File: src/rtl/k007232_voice_seq.sv
// ============================================================================
// k007232_voice_seq : round-robin two-voice register write sequencer for k007232
// Rev 1.0
// ============================================================================
`default_nettype none

module k007232_voice_seq #(
  parameter int STROBE_CYC = 2
) (
  input  logic        CLK,
  input  logic        NRES,
  input  logic        REQ_A,
  input  logic        REQ_B,
  input  logic [16:0] START_A,
  input  logic [16:0] START_B,
  input  logic [11:0] PITCH_A,
  input  logic [11:0] PITCH_B,
  input  logic [1:0]  MODE_A,
  input  logic [1:0]  MODE_B,
  input  logic        LOOP_A,
  input  logic        LOOP_B,
  output logic        ACK_A,
  output logic        ACK_B,
  output logic        BUSY,
  output logic [3:0]  AB,
  output logic [7:0]  DB_OUT,
  output logic        DB_OE,
  output logic        DACS
);

  localparam logic [3:0] STROBE_LAST = 4'(STROBE_CYC - 1);

  typedef enum logic [2:0] {
    S_IDLE, S_SETUP, S_STROBE, S_HOLD, S_DONE
  } state_t;

  state_t      state_q, state_d;
  logic [2:0]  idx_q, idx_d;
  logic [3:0]  cnt_q, cnt_d;
  logic        voice_q, voice_d;   // 0 = A, 1 = B
  logic        last_q, last_d;     // last served voice
  logic        lpa_q, lpa_d, lpb_q, lpb_d;
  logic [16:0] start_q, start_d;
  logic [11:0] pitch_q, pitch_d;
  logic [1:0]  mode_q, mode_d;
  logic [3:0]  ab_q, ab_d;
  logic [7:0]  db_q, db_d;
  logic        oe_q, oe_d, dacs_q, dacs_d, busy_q, busy_d;
  logic        acka_q, acka_d, ackb_q, ackb_d;
  logic [3:0]  reg_n;
  logic [7:0]  wdata;
  logic        grant_a;

  assign grant_a = REQ_A && (!REQ_B || last_q);

  always_comb begin
    state_d = state_q;
    idx_d   = idx_q;
    cnt_d   = cnt_q;
    voice_d = voice_q;
    last_d  = last_q;
    lpa_d   = lpa_q;
    lpb_d   = lpb_q;
    start_d = start_q;
    pitch_d = pitch_q;
    mode_d  = mode_q;
    case (state_q)
      S_IDLE: begin
        if (REQ_A || REQ_B) begin
          state_d = S_SETUP;
          idx_d   = 3'd0;
          voice_d = !grant_a;
          if (grant_a) begin
            start_d = START_A;
            pitch_d = PITCH_A;
            mode_d  = MODE_A;
            lpa_d   = LOOP_A;
          end else begin
            start_d = START_B;
            pitch_d = PITCH_B;
            mode_d  = MODE_B;
            lpb_d   = LOOP_B;
          end
        end
      end
      S_SETUP: begin
        state_d = S_STROBE;
        cnt_d   = 4'd0;
      end
      S_STROBE: begin
        if (cnt_q == STROBE_LAST) state_d = S_HOLD;
        else                      cnt_d   = cnt_q + 4'd1;
      end
      S_HOLD: begin
        if (idx_q == 3'd6) begin
          state_d = S_DONE;
        end else begin
          state_d = S_SETUP;
          idx_d   = idx_q + 3'd1;
        end
      end
      S_DONE: begin
        state_d = S_IDLE;
        last_d  = voice_q;
      end
      default: state_d = S_IDLE;
    endcase

    // Write list entry for the upcoming write, built from the next-cycle command so
    // the first write is correct on the grant edge itself.
    reg_n = 4'd0;
    wdata = 8'h00;
    case (idx_d)
      3'd0: begin reg_n = voice_d ? 4'd6  : 4'd0; wdata = pitch_d[7:0]; end
      3'd1: begin reg_n = voice_d ? 4'd7  : 4'd1; wdata = {2'b00, mode_d, pitch_d[11:8]}; end
      3'd2: begin reg_n = voice_d ? 4'd8  : 4'd2; wdata = start_d[7:0]; end
      3'd3: begin reg_n = voice_d ? 4'd9  : 4'd3; wdata = start_d[15:8]; end
      3'd4: begin reg_n = voice_d ? 4'd10 : 4'd4; wdata = {7'b0, start_d[16]}; end
      3'd5: begin reg_n = 4'd13;                  wdata = {6'b0, lpb_d, lpa_d}; end
      default: begin reg_n = voice_d ? 4'd11 : 4'd5; wdata = 8'h00; end
    endcase

    ab_d = ab_q;
    db_d = db_q;
    if (state_d == S_SETUP) begin
      ab_d = reg_n ^ 4'h1;   // chip inverts AB[0] internally
      db_d = wdata;
    end
    oe_d   = (state_d == S_SETUP) || (state_d == S_STROBE) || (state_d == S_HOLD);
    dacs_d = (state_d != S_STROBE);
    busy_d = (state_d != S_IDLE);
    acka_d = (state_d == S_DONE) && !voice_d;
    ackb_d = (state_d == S_DONE) && voice_d;
  end

  always_ff @(posedge CLK) begin
    if (!NRES) begin
      state_q <= S_IDLE;
      idx_q   <= 3'd0;
      cnt_q   <= 4'd0;
      voice_q <= 1'b0;
      last_q  <= 1'b1;
      lpa_q   <= 1'b0;
      lpb_q   <= 1'b0;
      start_q <= 17'd0;
      pitch_q <= 12'd0;
      mode_q  <= 2'd0;
      ab_q    <= 4'd0;
      db_q    <= 8'h00;
      oe_q    <= 1'b0;
      dacs_q  <= 1'b1;
      busy_q  <= 1'b0;
      acka_q  <= 1'b0;
      ackb_q  <= 1'b0;
    end else begin
      state_q <= state_d;
      idx_q   <= idx_d;
      cnt_q   <= cnt_d;
      voice_q <= voice_d;
      last_q  <= last_d;
      lpa_q   <= lpa_d;
      lpb_q   <= lpb_d;
      start_q <= start_d;
      pitch_q <= pitch_d;
      mode_q  <= mode_d;
      ab_q    <= ab_d;
      db_q    <= db_d;
      oe_q    <= oe_d;
      dacs_q  <= dacs_d;
      busy_q  <= busy_d;
      acka_q  <= acka_d;
      ackb_q  <= ackb_d;
    end
  end

  assign ACK_A  = acka_q;
  assign ACK_B  = ackb_q;
  assign BUSY   = busy_q;
  assign AB     = ab_q;
  assign DB_OUT = db_q;
  assign DB_OE  = oe_q;
  assign DACS   = dacs_q;

endmodule

`default_nettype wire
File: config.mk
export PLATFORM = sky130hd
export DESIGN_NAME = k007232_voice_seq
export DESIGN_NICKNAME = d
export VERILOG_FILES = /design/src/rtl/k007232_voice_seq.sv
export SDC_FILE = /design/constraint.sdc
export NUM_CORES = 1
export LEC_CHECK = 0
export BUFFER_PORTS_ARGS = -buffer_cell sky130_fd_sc_hd__buf_2
export CORE_ASPECT_RATIO = 1.1
export CORE_MARGIN = 10
export CORE_UTILIZATION = 41
export CTS_BUF_LIST = sky130_fd_sc_hd__clkbuf_8
export DETAILED_ROUTE_END_ITERATION = 10
export PLACE_DENSITY = 0.79
export SLEW_MARGIN = 0
export SYNTH_ARGS = -nofsm -noshare
export SYNTH_HDL_FRONTEND = slang
export SYNTH_SLANG_ARGS = --single-unit
File: constraint.sdc
create_clock -name CLK -period 1.8 [get_ports CLK]
set_clock_uncertainty 0.1 [all_clocks]
set_input_delay 0.09 -clock CLK [delete_from_list [all_inputs] [get_ports CLK]]
set_output_delay 0.09 -clock CLK [all_outputs]
set_load 0.02 [all_outputs]
Word-level counts from Yosys, hierarchy flattened
Cells that the tools add are included.

storage, ports and cells
  register bits after elaboration = 62
  input port bits = 68
  logic and storage cells = 86
  output and inout port bits = 17

cells by class
  muxes and demuxes = 34
  $add $sub $neg = 2
  bitwise gates (word level) = 1
  equal/unequal tests = 17
  reductions and logical operators = 15

operators with widths
  operator                                                          count
  17-bit 2-to-1 mux                                                 3
  8-bit case mux with 6 select lines                                1
  12-bit 2-to-1 mux                                                 3
  4-bit case mux with 6 select lines                                1
  3-bit 2-to-1 mux                                                  7
  4-bit 2-to-1 mux                                                  5
  3-bit by 2-bit == test with 1-bit output (second input constant)  6
  3-bit == test (second input constant)                             5
  3-bit case mux with 4 select lines                                1
  3-bit by 1-bit == test with 1-bit output (second input constant)  3
  1-bit 2-to-1 mux                                                  8
  4-bit case mux with 2 select lines                                1
  3-bit zero test                                                   2
  2-bit 2-to-1 mux                                                  3
  3-bit case mux with 2 select lines                                1
  4-bit by 1-bit adder with 4-bit output (second input constant)    1
  4-bit by 1-bit == test with 1-bit output (second input constant)  1
  1-bit logical OR                                                  4
  3-bit by 1-bit adder with 3-bit output (second input constant)    1
  1-bit logical AND                                                 3
  1-bit zero test                                                   3
  3-bit by 2-bit != test with 1-bit output (second input constant)  1
  3-bit nonzero test                                                1
  2-bit != test (second input constant)                             1
  3 further kinds                                                   3

Depth between registers and ports, before layout
  word-level depth = 9
  gate-level depth with buffers = 9
  depth with buffers taken out = 8

Least setup slack after synthesis
Ideal clock, no wire load.

  path type = reg-to-reg
  start point = register idx_q[0]
  end point = register db_q[0], in the netlist DB_OUT[0]
  stages on the path, launching flop included = 10
  clock period less this slack = 1981 ps
  data required time = 1612 ps
  library setup time = 88 ps
  buffers on the path = 1
  setup slack = -181 ps
  arrival = 1793 ps
  cell sequence = dfxtp_1 inv_1 ha_1 nand2_1 and3_4 a21o_1 buf_6 mux2i_1 o221ai_1 a311oi_2

between the ends
  longest elaborated chain between the ends = 5
  elaborated cells between the ends (all ways) = 15
  those cells by class = add/sub (1); eq/ne (7); mux (6); reduce/logical (1)

RTL lines
  what                                                                            line    source
  from (decl)                                                                     38      logic [2:0] idx_q, idx_d;
  from (signal assigned)                                                          157     idx_q <= idx_d;
  3-bit by 1-bit adder with 3-bit output / 3-bit == test (equally long branches)  99, 95
  3-bit 2-to-1 mux                                                                95      if (idx_q == 3'd6) begin
  3-bit case mux with 2 select lines                                              67      case (state_q)
  3-bit == test (tied with other cells)                                           113     case (idx_d)
  8-bit case mux with 6 select lines                                              113
  to (signal assigned)                                                            149     db_q <= 8'h00;
  to (signal assigned)                                                            167     db_q <= db_d;
  to (decl)                                                                       47      logic [7:0] db_q, db_d;

Several ways; a longest one is shown, not always the timed one.
A chain may end at the register's enable or synchronous reset.

Final worst setup path
  start point = register state_q[2]
  end point = register db_q[4], in the netlist DB_OUT[4]

between the ends
  longest elaborated chain between the ends = 4
  elaborated cells between the ends (all ways) = 19
  those cells by class = eq/ne (9); mux (8); reduce/logical (2)

RTL lines
  what                                                                                line  source
  from (decl)                                                                         37    state_t state_q, state_d;
  from (signal assigned)                                                              156   state_q <= state_d;
  3-bit by 2-bit == test with 1-bit output / 3-bit zero test (equally long branches)  67
  3-bit case mux with 2 select lines                                                  67
  3-bit == test (tied with other cells)                                               113
  8-bit case mux with 6 select lines                                                  113

Several ways; a longest one is shown, not always the timed one.

==> out/metrics.yaml <==
status: "finished with violations"
violations: "hold timing, setup timing"
max_slew_margin_pct: 67.3
syn_nets: 410
swShare_pct: 34.4
fin_total_pwr_mw: 4.41
grt_use_met1_pct: 20.0
crit_chain: "buf_4, nand3b_1, buf_4, o22ai_4, mux2_2, o31ai_2"
syn_area_per_cell_um2: 8.76
die_y_um: 109
row_count: 32
synth_flop_cell: "dfxtp_1"
crit_type: "flip-flop to flip-flop"
leakage_nw: 2.14
slowest_delay_ps: 390
period_needed_ps: 2050
pwr-share-comb_pct: 36.3
fill_cells: 450
boundaryPins: 85
n_antenna_cell: 0
worstPathArrival_ps: 2230
crit_top_cell: "buf_4"
first_pass_iters: 5
hpwlAfterDp_um: 7450
drive_gt1_share_pct: 49.9
cts.clk_slew.worst_paths_ps: 70
placed_cells: 545
start_kind: "flip-flop"
coreArea_um2: 7010
slowest_stage: "mux2_2"
clkPwrFrac_pct: 26.9
detail_route.iter0.violations: 455
clock_path_buffers: 2
cts_buffers: 9
p_sw_mw: 1.52
insertion_delay_ps: 360
nNetsFinal: 598
fin_crit_sh_pct: 114
setup_violations: 16
hp-class: "input port to flip-flop"
worst_ir_drop_vdd_mv: 0.653
synth_enable_flop_cells: 0
crit_family: "compound AO/OA/AOI/OAI gates"
grt_antenna_before_repair: 0
die-area_um2: 11000
finalHoldViolCount: 1
cts_htree_levels: 3
antenna_left: 0
power.density_nw_per_um2: 884
yosys_warnings: 0
areaGrowthSynthToFinish_pct: 68.6
synth_area_um2: 2960
crit_fanout: 5
route.detailed.drc: 0
gp_congestion: 0.824
gr-usage-met2_pct: 37.7
max_cap_viol_count: 0
cts_tree: "yes"
internal-power_mw: 2.89
grt_max_degree: 44
async_reset_ff_share_pct: 0
io_buffers: 84
start_util_pct: 42.2
placed_cell_area_um2: 3900
timing.fmax_mhz: 488
synth_seq_cells: 62
dieWidth_um: 101
via_per_inst: 6.12
cp.required_ps: 1980
clockRootBuffer: "clkbuf_8"
drt-wirelength-per-cell_um: 22.2
slew_violations: 0
worst_pin_slew_ps: 491
clock-sinks: 62
grt_first_pass_wirelength_um: 18000
rsz0062_at_grt: "yes"
grt_pass1_vias: 3723
fin_cells: 616
end_kind: "flip-flop"
track_usage_pct: 20.6
dp_slack_ps: -285
synth_cells: 338
final_cell_area_um2: 4990
grt_overflow: 0
holdWs_ps: -2.39
vias: 3769
ys_seq_area_share_pct: 41.9
finalWorstSetupSlack_ps: -250
power_frac_seq_pct: 36.8
synth_cell_types: 50
routed_wl_um: 13700
crit_buf_inv: 2
top_usage_layer: "met2"
use_met3_pct: 6.84
==> cell families (layout without fill, tap and decap cells) <==
| group | Yosys count | after routing | synth area share [%] |
|---|---|---|---|
| XOR/XNOR | 2 | 2 | 0.592 |
| AO/OA/AOI/OAI | 81 | 82 | 20.5 |
| multiplexers | 17 | 17 | 5.87 |
| flip-flops | 62 | 62 | 41.9 |
| adder cells (fa/ha/maj) | 4 | 4 | 1.69 |
| buffers and inverters | 29 | 221 | 4.65 |
| AND/OR/NAND/NOR | 143 | 143 | 24.8 |
==> sequential cells by signal, summed over array words and instances (netlist names), 2 cells and up <==
register	flops
DB_OUT	8
start_q	17
AB	4
pitch_q	12
cnt_q	4
idx_q	3
mode_q	2
state_q	3
==> worst reg2reg max path: cells and delay by family (launching register included) <==
family                 cells  cell delay [ps]
AOI/OAI and AO/OA          2              450
buffers and inverters      2              380
DFF                        1              370
muxes                      1              390
and+or+nand+nor            1              280
==> per-layer routing <==
metal,part of all wire (%),vias to the layer above
met5,0,-
met4,6.3,0
met3,9.7,90
met2,51,272
met1,33,1785
li1,-,1622
==> Yosys cell counts, types with 2 or more instances <==
master     n  area share (%)
o221ai_1  14             4.1
inv_1      7            0.89
nand2_1   28             3.6
o211ai_1   3            0.76
a22oi_1    9             2.3
o221a_2    4             1.5
nor3b_1    2            0.51
o22ai_1    5             1.1
nor3_1     9             1.5
o21ai_1    2            0.34
a32oi_1    2            0.59
nor4_1     9             1.9
xor2_1     2            0.59
nand3b_1  20             5.1
buf_6      2            0.76
nand3_1   10             1.7
mux2i_1   14             4.7
buf_2      8             1.4
dfxtp_1   62              42
clkbuf_1  10             1.3
mux2_2     3             1.1
nand2b_1   2            0.42
o21ai_0   13             2.2
and2_1     6             1.3
a31oi_1    3            0.63
nor2_2     3            0.63
ha_1       4             1.7
nor2_1    46             5.8
a21oi_1   15             2.5
==> metrics by stage <==
step	TNS (ps)	util, %
6_report	-2430	71.2
5_1_grt	-3480	71.2
4_1_cts	-1270	66.5
3_5_place_dp	-2070	55.7
3_3_place_gp	-1220	55.7
2_1_floorplan	-30.9	-
==> power by group through the flow <==
stage               clock [mW]  sequential [mW]  combinational, mW
floorplan                    0             1.67              0.623
global placement             0             1.62               1.14
detailed placement           0             1.63               1.18
CTS                       1.16             1.60               1.35
global route              1.24             1.63               1.68
finish                    1.18             1.63               1.60
==> final cells by class <==
| class | instances | area, um^2 | area share [%] |
|---|---|---|---|
| inverter | 8 | 30.0 | 0.602 |
| timing repair buffer | 197 | 1450 | 29.0 |
| sequential | 62 | 1260 | 25.2 |
| multi-input combinational | 248 | 1960 | 39.4 |
| clock inverter | 4 | 21.3 | 0.426 |
| tap | 85 | 106 | 2.13 |
| clock buffer | 12 | 165 | 3.31 |
==> repair_timing <==
action                                 CTS  global route
endpoints found under the hold margin   18             2
hold buffers                            24             2
buffers inserted                        20            12
setup endpoints to repair               15            22
resized for setup                       38            58
pin swaps                               23            28
cloned                                   1             1
==> layout by cell type (no fill, tap or decap), types with 3 or more instances in the layout <==
master / netlist / routed
buf_6: 2 / 9
mux2i_4: 0 / 3
dfxtp_1: 62 / 57
a22oi_1: 9 / 7
o22ai_1: 5 / 5
nor4_1: 9 / 5
nor2_2: 3 / 9
nor2_1: 46 / 35
inv_1: 7 / 7
nand3_1: 10 / 8
mux2_2: 3 / 3
buf_4: 1 / 72
nor3_4: 0 / 3
o21ai_0: 13 / 6
o221ai_1: 14 / 7
and2_1: 6 / 5
o221ai_2: 0 / 7
dfxtp_4: 0 / 4
buf_12: 0 / 4
dlygate4sd3_1: 0 / 26
a21oi_2: 1 / 3
nand2_4: 0 / 3
nor2_4: 0 / 5
mux2i_1: 14 / 9
nand3b_1: 20 / 20
nor3_1: 9 / 5
o221a_2: 4 / 4
o211ai_1: 3 / 3
a31oi_1: 3 / 3
a21oi_1: 15 / 12
buf_2: 8 / 84
nand2_1: 28 / 25
clkbuf_8: 0 / 12
o21ai_1: 2 / 8
==> worst paths after layout <==
kind / startpoint / end / slack (ps) / cells past startpoint
worst max-delay path: state_q[2]$_SDFF_PN0_ / DB_OUT[4]$_SDFFE_PN0N_ / -250 / 6
worst min-delay path: START_B[14] / start_q[14]$_SDFF_PN0_ / -2 / 3
worst max register to register: state_q[2]$_SDFF_PN0_ / DB_OUT[4]$_SDFFE_PN0N_ / -250 / 6
worst min register to register: AB[0]$_SDFFE_PN0N_ / AB[0]$_SDFFE_PN0N_ / 380 / 2
Note: power is estimated with default switching activity, not from simulation.
